<file path="config.mk">
export PLATFORM = sky130hd
export DESIGN_NAME = lcd_char_writer
export DESIGN_NICKNAME = d
export VERILOG_FILES = /design/src/rtl/lcd_pkg.sv /design/src/rtl/lcd_byte_xfer.sv /design/src/rtl/lcd_char_writer.sv
export SDC_FILE = /design/constraint.sdc
export NUM_CORES = 1
export LEC_CHECK = 0
export BUFFER_PORTS_ARGS = -buffer_cell sky130_fd_sc_hd__buf_4
export CAP_MARGIN = 20
export CORE_AREA = 3 3 83 85
export CTS_CLUSTER_SIZE = 20
export DETAILED_ROUTE_END_ITERATION = 12
export DIE_AREA = 0 0 86 88
export PLACE_DENSITY = 0.78
export SETUP_SLACK_MARGIN = 0.3
export SLEW_MARGIN = 20
export SYNTH_ARGS = -nofsm -noshare
export SYNTH_HDL_FRONTEND = slang
export SYNTH_HIERARCHICAL = 1
export SYNTH_SLANG_ARGS = --single-unit
</file>
<file path="constraint.sdc">
create_clock -name clk -period 5.8 [get_ports clk]
set_input_delay 0.58 -clock clk [delete_from_list [all_inputs] [get_ports clk]]
set_output_delay 0.58 -clock clk [all_outputs]
set_load 0.01 [all_outputs]
</file>
<file path="src/rtl/lcd_pkg.sv">
// lcd_pkg
// Shared definitions for the HD44780 character writer: the LCD command
// bytes, the top-level sequencer states, the byte-transfer phases and a
// small helper for sizing the wait counters.
package lcd_pkg;

  localparam logic [7:0] LCD_FUNC_SET = 8'h38;
  localparam logic [7:0] LCD_DISP_ON  = 8'h0C;
  localparam logic [7:0] LCD_ENTRY    = 8'h06;
  localparam logic [7:0] LCD_CLEAR    = 8'h01;
  localparam logic [7:0] LCD_LINE1    = 8'h80;
  localparam logic [7:0] LCD_LINE2    = 8'hC0;

  localparam logic [2:0] INIT_CMD_COUNT = 3'd4;

  typedef enum logic [1:0] {
    ST_PWRUP,
    ST_INIT,
    ST_IDLE,
    ST_XFER
  } lcdState_t;

  typedef enum logic [2:0] {
    XP_IDLE,
    XP_SETUP,
    XP_PULSE,
    XP_HOLD,
    XP_WAIT
  } xferPhase_t;

  // Power-on command list, issued in index order.
  function automatic logic [7:0] initCmd(input logic [2:0] idx);
    case (idx)
      3'd0:    initCmd = LCD_FUNC_SET;
      3'd1:    initCmd = LCD_DISP_ON;
      3'd2:    initCmd = LCD_ENTRY;
      3'd3:    initCmd = LCD_CLEAR;
      default: initCmd = 8'h00;
    endcase
  endfunction

  function automatic int maxOf(input int a, input int b);
    maxOf = (a > b) ? a : b;
  endfunction

endpackage

</file>
<file path="src/rtl/lcd_byte_xfer.sv">
// lcd_byte_xfer
// Moves one byte onto the LCD pins using the SETUP / PULSE / HOLD / WAIT
// sequence, then signals completion. A new start is accepted while idle or
// in the final WAIT cycle, so consecutive bytes follow with no gap.
//
// Ports:
//   clk, rst        system clock, asynchronous active-high reset
//   i_start         begin a transfer with i_rs / i_data / i_longWait
//   i_rs            register select for this byte (0 command, 1 data)
//   i_data          byte to place on the bus
//   i_longWait      use CLR_WAIT instead of CMD_WAIT after the strobe
//   o_lcdE          enable strobe
//   o_lcdRs         register select pin
//   o_lcdData       data bus pins
//   o_done          high during the last WAIT cycle of a transfer
module lcd_byte_xfer
  import lcd_pkg::*;
#(
  parameter int E_PULSE  = 12,
  parameter int CMD_WAIT = 2500,
  parameter int CLR_WAIT = 100000,
  parameter int CNT_W    = 17
) (
  input  logic       clk,
  input  logic       rst,
  input  logic       i_start,
  input  logic       i_rs,
  input  logic [7:0] i_data,
  input  logic       i_longWait,
  output logic       o_lcdE,
  output logic       o_lcdRs,
  output logic [7:0] o_lcdData,
  output logic       o_done
);

  xferPhase_t         r_phase;
  xferPhase_t         w_nextPhase;
  logic [CNT_W-1:0]   r_cnt;
  logic [CNT_W-1:0]   w_nextCnt;
  logic [CNT_W-1:0]   w_waitLast;
  logic               r_e;
  logic               r_rs;
  logic [7:0]         r_data;
  logic               r_long;
  logic               w_done;
  logic               w_load;

  // The wait length is chosen by the byte currently in flight, so it is
  // taken from the latched flag rather than the live input.
  always_comb begin
    w_waitLast = r_long ? CNT_W'(CLR_WAIT - 1) : CNT_W'(CMD_WAIT - 1);
    w_done     = (r_phase == XP_WAIT) && (r_cnt == w_waitLast);
    w_load     = i_start && ((r_phase == XP_IDLE) || w_done);
  end

  // Phase sequencing; the shared counter times both the strobe width and
  // the post-strobe wait, restarting from zero on every phase change.
  always_comb begin
    w_nextPhase = r_phase;
    w_nextCnt   = r_cnt;
    case (r_phase)
      XP_IDLE: begin
        if (w_load) begin
          w_nextPhase = XP_SETUP;
          w_nextCnt   = '0;
        end
      end
      XP_SETUP: begin
        w_nextPhase = XP_PULSE;
        w_nextCnt   = '0;
      end
      XP_PULSE: begin
        if (r_cnt == CNT_W'(E_PULSE - 1)) begin
          w_nextPhase = XP_HOLD;
          w_nextCnt   = '0;
        end else begin
          w_nextCnt = r_cnt + 1'b1;
        end
      end
      XP_HOLD: begin
        w_nextPhase = XP_WAIT;
        w_nextCnt   = '0;
      end
      XP_WAIT: begin
        if (w_done) begin
          w_nextPhase = w_load ? XP_SETUP : XP_IDLE;
          w_nextCnt   = '0;
        end else begin
          w_nextCnt = r_cnt + 1'b1;
        end
      end
      default: begin
        w_nextPhase = XP_IDLE;
        w_nextCnt   = '0;
      end
    endcase
  end

  // Enable is registered from the next phase so it is glitch-free and drops
  // together with the async reset. Bus and RS are captured only on a new
  // start and otherwise hold through HOLD and WAIT.
  always_ff @(posedge clk or posedge rst) begin
    if (rst) begin
      r_phase <= XP_IDLE;
      r_cnt   <= '0;
      r_e     <= 1'b0;
      r_rs    <= 1'b0;
      r_data  <= 8'h00;
      r_long  <= 1'b0;
    end else begin
      r_phase <= w_nextPhase;
      r_cnt   <= w_nextCnt;
      r_e     <= (w_nextPhase == XP_PULSE);
      if (w_load) begin
        r_rs   <= i_rs;
        r_data <= i_data;
        r_long <= i_longWait;
      end
    end
  end

  assign o_lcdE    = r_e;
  assign o_lcdRs   = r_rs;
  assign o_lcdData = r_data;
  assign o_done    = w_done;

endmodule

</file>
<file path="src/rtl/lcd_char_writer.sv">
// lcd_char_writer
// Drives a 16x2 HD44780 LCD in 8-bit write-only mode: runs the power-on
// init sequence, writes accepted ASCII characters at the cursor, tracks
// the column and repositions the cursor on line changes, and handles
// clear requests.
//
// Ports:
//   clk, rst   system clock, asynchronous active-high reset
//   i_char     ASCII code to write
//   i_valid    i_char is valid
//   i_clr      clear request, sampled while idle, wins over i_valid
//   o_ready    high only while idle; a character is taken on
//              i_valid && o_ready && !i_clr
//   lcd_rs     0 command, 1 data
//   lcd_rw     always 0 (write only)
//   lcd_e      enable strobe
//   lcd_data   LCD data bus
module lcd_char_writer
  import lcd_pkg::*;
#(
  parameter int E_PULSE   = 12,
  parameter int CMD_WAIT  = 2500,
  parameter int CLR_WAIT  = 100000,
  parameter int INIT_WAIT = 1000000
) (
  input  logic       clk,
  input  logic       rst,
  input  logic [7:0] i_char,
  input  logic       i_valid,
  input  logic       i_clr,
  output logic       o_ready,
  output logic       lcd_rs,
  output logic       lcd_rw,
  output logic       lcd_e,
  output logic [7:0] lcd_data
);

  localparam int CNT_W = $clog2(maxOf(INIT_WAIT, CLR_WAIT) + 1);

  lcdState_t         r_state;
  lcdState_t         w_nextState;
  logic [CNT_W-1:0]  r_pwrCnt;
  logic [2:0]        r_initIdx;
  logic [4:0]        r_col;
  logic              r_wrapPend;
  logic [7:0]        r_wrapCmd;
  logic              r_ready;
  logic              w_start;
  logic              w_rs;
  logic [7:0]        w_data;
  logic              w_long;
  logic              w_done;
  logic              w_accept;
  logic              w_clrTake;

  assign w_clrTake = (r_state == ST_IDLE) && i_clr;
  assign w_accept  = (r_state == ST_IDLE) && !i_clr && i_valid;
  assign w_long    = !w_rs && (w_data == LCD_CLEAR);

  // Next-state and byte selection. Starts are issued combinationally so
  // an idle request lands in SETUP on the accepting edge, and chained
  // bytes (init list, cursor moves) start in the last WAIT cycle of the
  // previous byte without a gap.
  always_comb begin
    w_nextState = r_state;
    w_start     = 1'b0;
    w_rs        = 1'b0;
    w_data      = 8'h00;
    case (r_state)
      ST_PWRUP: begin
        if (r_pwrCnt == CNT_W'(INIT_WAIT - 1)) begin
          w_start     = 1'b1;
          w_data      = initCmd(3'd0);
          w_nextState = ST_INIT;
        end
      end
      ST_INIT: begin
        if (w_done) begin
          if (r_initIdx < INIT_CMD_COUNT) begin
            w_start = 1'b1;
            w_data  = initCmd(r_initIdx);
          end else begin
            w_nextState = ST_IDLE;
          end
        end
      end
      ST_IDLE: begin
        if (i_clr) begin
          w_start     = 1'b1;
          w_data      = LCD_CLEAR;
          w_nextState = ST_XFER;
        end else if (i_valid) begin
          w_start     = 1'b1;
          w_rs        = 1'b1;
          w_data      = i_char;
          w_nextState = ST_XFER;
        end
      end
      ST_XFER: begin
        if (w_done) begin
          if (r_wrapPend) begin
            w_start = 1'b1;
            w_data  = r_wrapCmd;
          end else begin
            w_nextState = ST_IDLE;
          end
        end
      end
      default: w_nextState = ST_PWRUP;
    endcase
  end

  // State register plus bookkeeping: power-up delay, init list index,
  // the cursor column and the pending cursor-move command that a
  // character crossing a line boundary leaves behind.
  always_ff @(posedge clk or posedge rst) begin
    if (rst) begin
      r_state    <= ST_PWRUP;
      r_pwrCnt   <= '0;
      r_initIdx  <= 3'd0;
      r_col      <= 5'd0;
      r_wrapPend <= 1'b0;
      r_wrapCmd  <= 8'h00;
      r_ready    <= 1'b0;
    end else begin
      r_state <= w_nextState;
      r_ready <= (w_nextState == ST_IDLE);
      if (r_state == ST_PWRUP) begin
        r_pwrCnt <= r_pwrCnt + 1'b1;
      end
      if (w_start && ((r_state == ST_PWRUP) || (r_state == ST_INIT))) begin
        r_initIdx <= r_initIdx + 1'b1;
      end
      if (w_clrTake) begin
        r_col      <= 5'd0;
        r_wrapPend <= 1'b0;
      end else if (w_accept) begin
        r_col <= r_col + 5'd1;
        if (r_col == 5'd15) begin
          r_wrapPend <= 1'b1;
          r_wrapCmd  <= LCD_LINE2;
        end else if (r_col == 5'd31) begin
          r_wrapPend <= 1'b1;
          r_wrapCmd  <= LCD_LINE1;
        end
      end else if ((r_state == ST_XFER) && w_done && r_wrapPend) begin
        r_wrapPend <= 1'b0;
      end
    end
  end

  lcd_byte_xfer #(
    .E_PULSE  (E_PULSE),
    .CMD_WAIT (CMD_WAIT),
    .CLR_WAIT (CLR_WAIT),
    .CNT_W    (CNT_W)
  ) u_xfer (
    .clk        (clk),
    .rst        (rst),
    .i_start    (w_start),
    .i_rs       (w_rs),
    .i_data     (w_data),
    .i_longWait (w_long),
    .o_lcdE     (lcd_e),
    .o_lcdRs    (lcd_rs),
    .o_lcdData  (lcd_data),
    .o_done     (w_done)
  );

  assign o_ready = r_ready;
  assign lcd_rw  = 1'b0;

endmodule

</file>
==> implementation parameters <==
Parameter                              Value

GRT
  Gr ovfl total    0
  Number of antenna violations at the first check in global routing    0
  Via count of the first global-routing pass    2855
  Largest net degree at the start of global routing    35
  Overall Global Routing Usage    21.59%
  Global-route wire length before repair    between 10000 and 15000 µm

Worst setup path
  Worst path required time    slightly below 6 ns
  Path depth of the worst reg2reg path    12
  Crit Path Max Fanout    9
  Data arrival time at the worst-slack endpoint    3.71 ns
  CP endpoint kind    flop
  Slowest CP cell    nor4_1
  Most used cell along the critical path    nor4_1
  Highest cell delay on the worst timing path    0.47 ns
  Critical-path cell list    ha_1 > nor4b_1 > and4bb_2 > o211ai_2 > nor4_1 > and2_1 > a211o_1 > nor4_2 > nand4bb_1 > nor4_1 > xnor2_1 > a21oi_1
  Crit path depth    12
  Startpoint kind of the worst setup timing path    flop
  Crit path max-delay family    simple AND/OR/NAND/NOR gates
  Flop-to-flop setup slack    2.26 ns
  Worst Setup Path Type    reg -> reg
  Number of buffers and inverters on the critical path    0

STA
  Clock period minus final worst setup slack    roughly 3.5 ns
  Post-Route Setup TNS    0 ns
  Number of pins with negative max-slew slack in the final report    0
  Max transition margin    25.41%
  Final setup violation count    0
  Maximum clock frequency    between 200 and 300 MHz
  Total count of hold-check failures in the final report    0
  Slack of the critical path    ~2.3 ns
  Setup repair after global routing missed its margin    no
  Final Cycle Share    around 60%
  Least-Margin Pin Slew    around 1.1 ns
  Clock skew after layout    0.003164 ns

Drt
  Total DRC errors in the routed layout    0
  DR vias    2751
  Number of DRC markers after the initial detailed-route iteration    94
  Vias per std cell    ~5.9
  Antenna Violating Nets Remaining    0
  Detailed-router iteration count before antenna repair    4
  Wire per inst    around 16 µm
  DRT Wirelength    roughly 7400 µm

Placement
  Total placed instance area    3924 µm²
  Final Wtd Congestion    0.8531
  Detailed-placement wirelength estimate    5359 µm
  Post-placement setup slack    2.320 ns
  Number of buffers inserted by port buffering    22

Floorplanning
  Height of the die    88 µm
  Chip Width    roughly 86 µm
  Cell Rows    29
  Area of the core    6277 µm²
  Ports placed on the boundary    24
  Area enclosed by the die boundary    7568 µm²
  Starting density of the core    59.52%

Cells and area
  Share of post-route cells with drive strength above 1    17.95%
  Post-Layout Inst Area    around 4200 µm²
  Number of diodes added for antenna fixing    0
  Net count reported at finish    407
  Area delta synth->final    11.72%

Power
  Max rail drop VDD    ~0.00015 V
  Leakage power    around 1.9 nW
  Power per cell area    around 230 nW/µm²
  Final total power    0.9797 mW

Clock network
  Clock tree from TritonCTS    done
  Clock slew seen by the registers of the worst setup and hold paths    0.07 ns
  CTS root buffer    clkbuf_8
  Clock insertion delay at the later pin of the skew report    between 0.3 and 0.4 ns
  Gates resized, CTS repair    0
  Number of hold buffers added after CTS    0
  # Post-CTS Setup Buffers    0
  TritonCTS buffer count    9
  Max H-tree Level    3
  TritonCTS Sinks    68
  Maximum buffer depth of the clock tree    2

Synthesis
  Number of standard cells after synthesis    around 360
  Post-Synthesis Net Count    386
  Top cells by instance count after synthesis    dfrtp_1 (68), nand2_1 (32), xnor2_1 (27)
  Top_reg_cell synth    dfrtp_1
  Synthesis-stage register bit count    68
  Mapped cell area    between 3000 and 4000 µm²
  Average instance area after synthesis    10.26 µm²
  Sequential area share after synthesis    45.55%
  Yosys synthesis warning count    6
  Async set-or-reset flop fraction in the synthesized netlist    between 90% and 100%
  Library cell occupying the most area in the post-synthesis netlist    dfrtp_1
  Top-area cell type share of the netlist area    45.55%
  Largest cells by area after synthesis    dfrtp_1 (46%), xnor2_1 (6.3%), mux2_4 (3.6%)
  Count leader, synth    dfrtp_1
  Number of synthesized flops with an enable pin    0
  Number of library cell types mapped by synthesis    61

Min path
  Class of the tightest hold or removal check    in -> async

Flow run
  Max-cap check violation count    0

Outcome
  Outcome    finished, final reports clean
final timing paths:
| path | from | end |
|---|---|---|
| worst max register to register | u_xfer/r_cnt[0]$_DFFE_PP0P_ | u_xfer/r_cnt[19]$_DFFE_PP0P_ |
| worst min register to register | r_wrapCmd[7]$_DFFE_PP0P_ | r_wrapCmd[7]$_DFFE_PP0P_ |
| min in group clk | r_wrapCmd[7]$_DFFE_PP0P_ | r_wrapCmd[7]$_DFFE_PP0P_ |
| worst min-delay path | rst | r_pwrCnt[19]$_DFFE_PP0P_ |
| worst max-delay path | u_xfer/r_cnt[0]$_DFFE_PP0P_ | u_xfer/r_cnt[19]$_DFFE_PP0P_ |
| max in group asynchronous | rst | u_xfer/o_lcdData[2]$_DFFE_PP0P_ |
metrics by stage:
| stage | hold WS [ns] | util (%) | cells |
|---|---|---|---|
| 2_1_floorplan | 0.4286 | - | 364 |
| 3_3_place_gp | 0.4425 | 62.51 | 451 |
| 3_5_place_dp | 0.4621 | 62.51 | 451 |
| 4_1_cts | 0.3406 | 66.49 | 467 |
| 5_1_grt | 0.3592 | 66.49 | 467 |
| 6_report | 0.3409 | 66.49 | 467 |
where the power goes:
group	switching (mW)	internal [mW]	total, mW
clock network	0.172	0.309	0.480
registers	0.00173	0.476	0.477
logic	0.0138	0.00824	0.0220
flip-flops by register name, summed over array words and instances, names as in the netlist:
register          cells
u_xfer/o_lcdE         1
r_state               2
u_xfer/o_lcdRs        1
u_xfer/r_cnt         20
r_wrapPend            1
r_wrapCmd             2
r_pwrCnt             20
r_initIdx             3
u_xfer/o_lcdData      8
u_xfer/r_phase        3
r_col                 5
o_ready               1
u_xfer/r_long         1
worst register-to-register path, stage by stage (launching register included):
cell and delay, ns:
dfrtp_1 0.40, ha_1 0.22, nor4b_1 0.30, and4bb_2 0.30, o211ai_2 0.12, nor4_1 0.34, and2_1 0.27, a211o_1 0.21
nor4_2 0.11, nand4bb_1 0.40, nor4_1 0.47, xnor2_1 0.18, a21oi_1 0.06
layout by cell type (no fill, tap or decap), types with 3 or more instances in the layout:
cell,netlist,routed
nand4_1,13,13
a22o_1,7,7
nor4b_1,3,3
or2_2,4,4
o21ai_0,14,14
or3_1,3,3
a221o_1,3,3
ha_1,10,10
bufinv_16,0,3
inv_1,20,20
nor3_1,15,15
xnor2_1,27,27
xor2_1,11,11
nand2_1,32,32
nor4_2,3,3
dfrtp_1,68,68
nor4_1,3,3
nand3_1,14,14
o22ai_1,3,3
and3_1,6,6
and4_1,3,3
mux2_4,9,9
clkbuf_8,0,11
nor2_1,18,18
a21oi_1,18,18
buf_4,4,24
kinds of logic after synthesis:
kind of cell / count (synthesis) / synth area share (%)
AO/OA/AOI/OAI: 62 / 11.59
AND/OR/NAND/NOR: 137 / 21.23
XOR/XNOR: 38 / 8.908
adder cells (fa/ha/maj): 10 / 3.349
flip-flops: 68 / 45.55
buffers and inverters: 35 / 4.487
other: 1 / 0.1004
multiplexers: 13 / 4.789
cell type report:
class / count / area (µm²)
Fill cell: 494 / 2103
Inverter: 21 / 78.83
Timing Repair Buffer: 24 / 180.2
Multi-Input combinational cell: 261 / 1867
Tap cell: 77 / 96.34
Clock buffer: 12 / 155.1
Sequential cell: 68 / 1702
Clock inverter: 4 / 95.09
routing by layer:
layer  vias up  part of all wire [%]  GRT usage [%]
li1       1345                     -              -
met4         0                   1.1          8.921
met2        65                    50          36.86
met1      1332                    45          26.89
met5         -                     0              0
met3         9                   3.7          4.233
(Power assumes the default switching activity.)
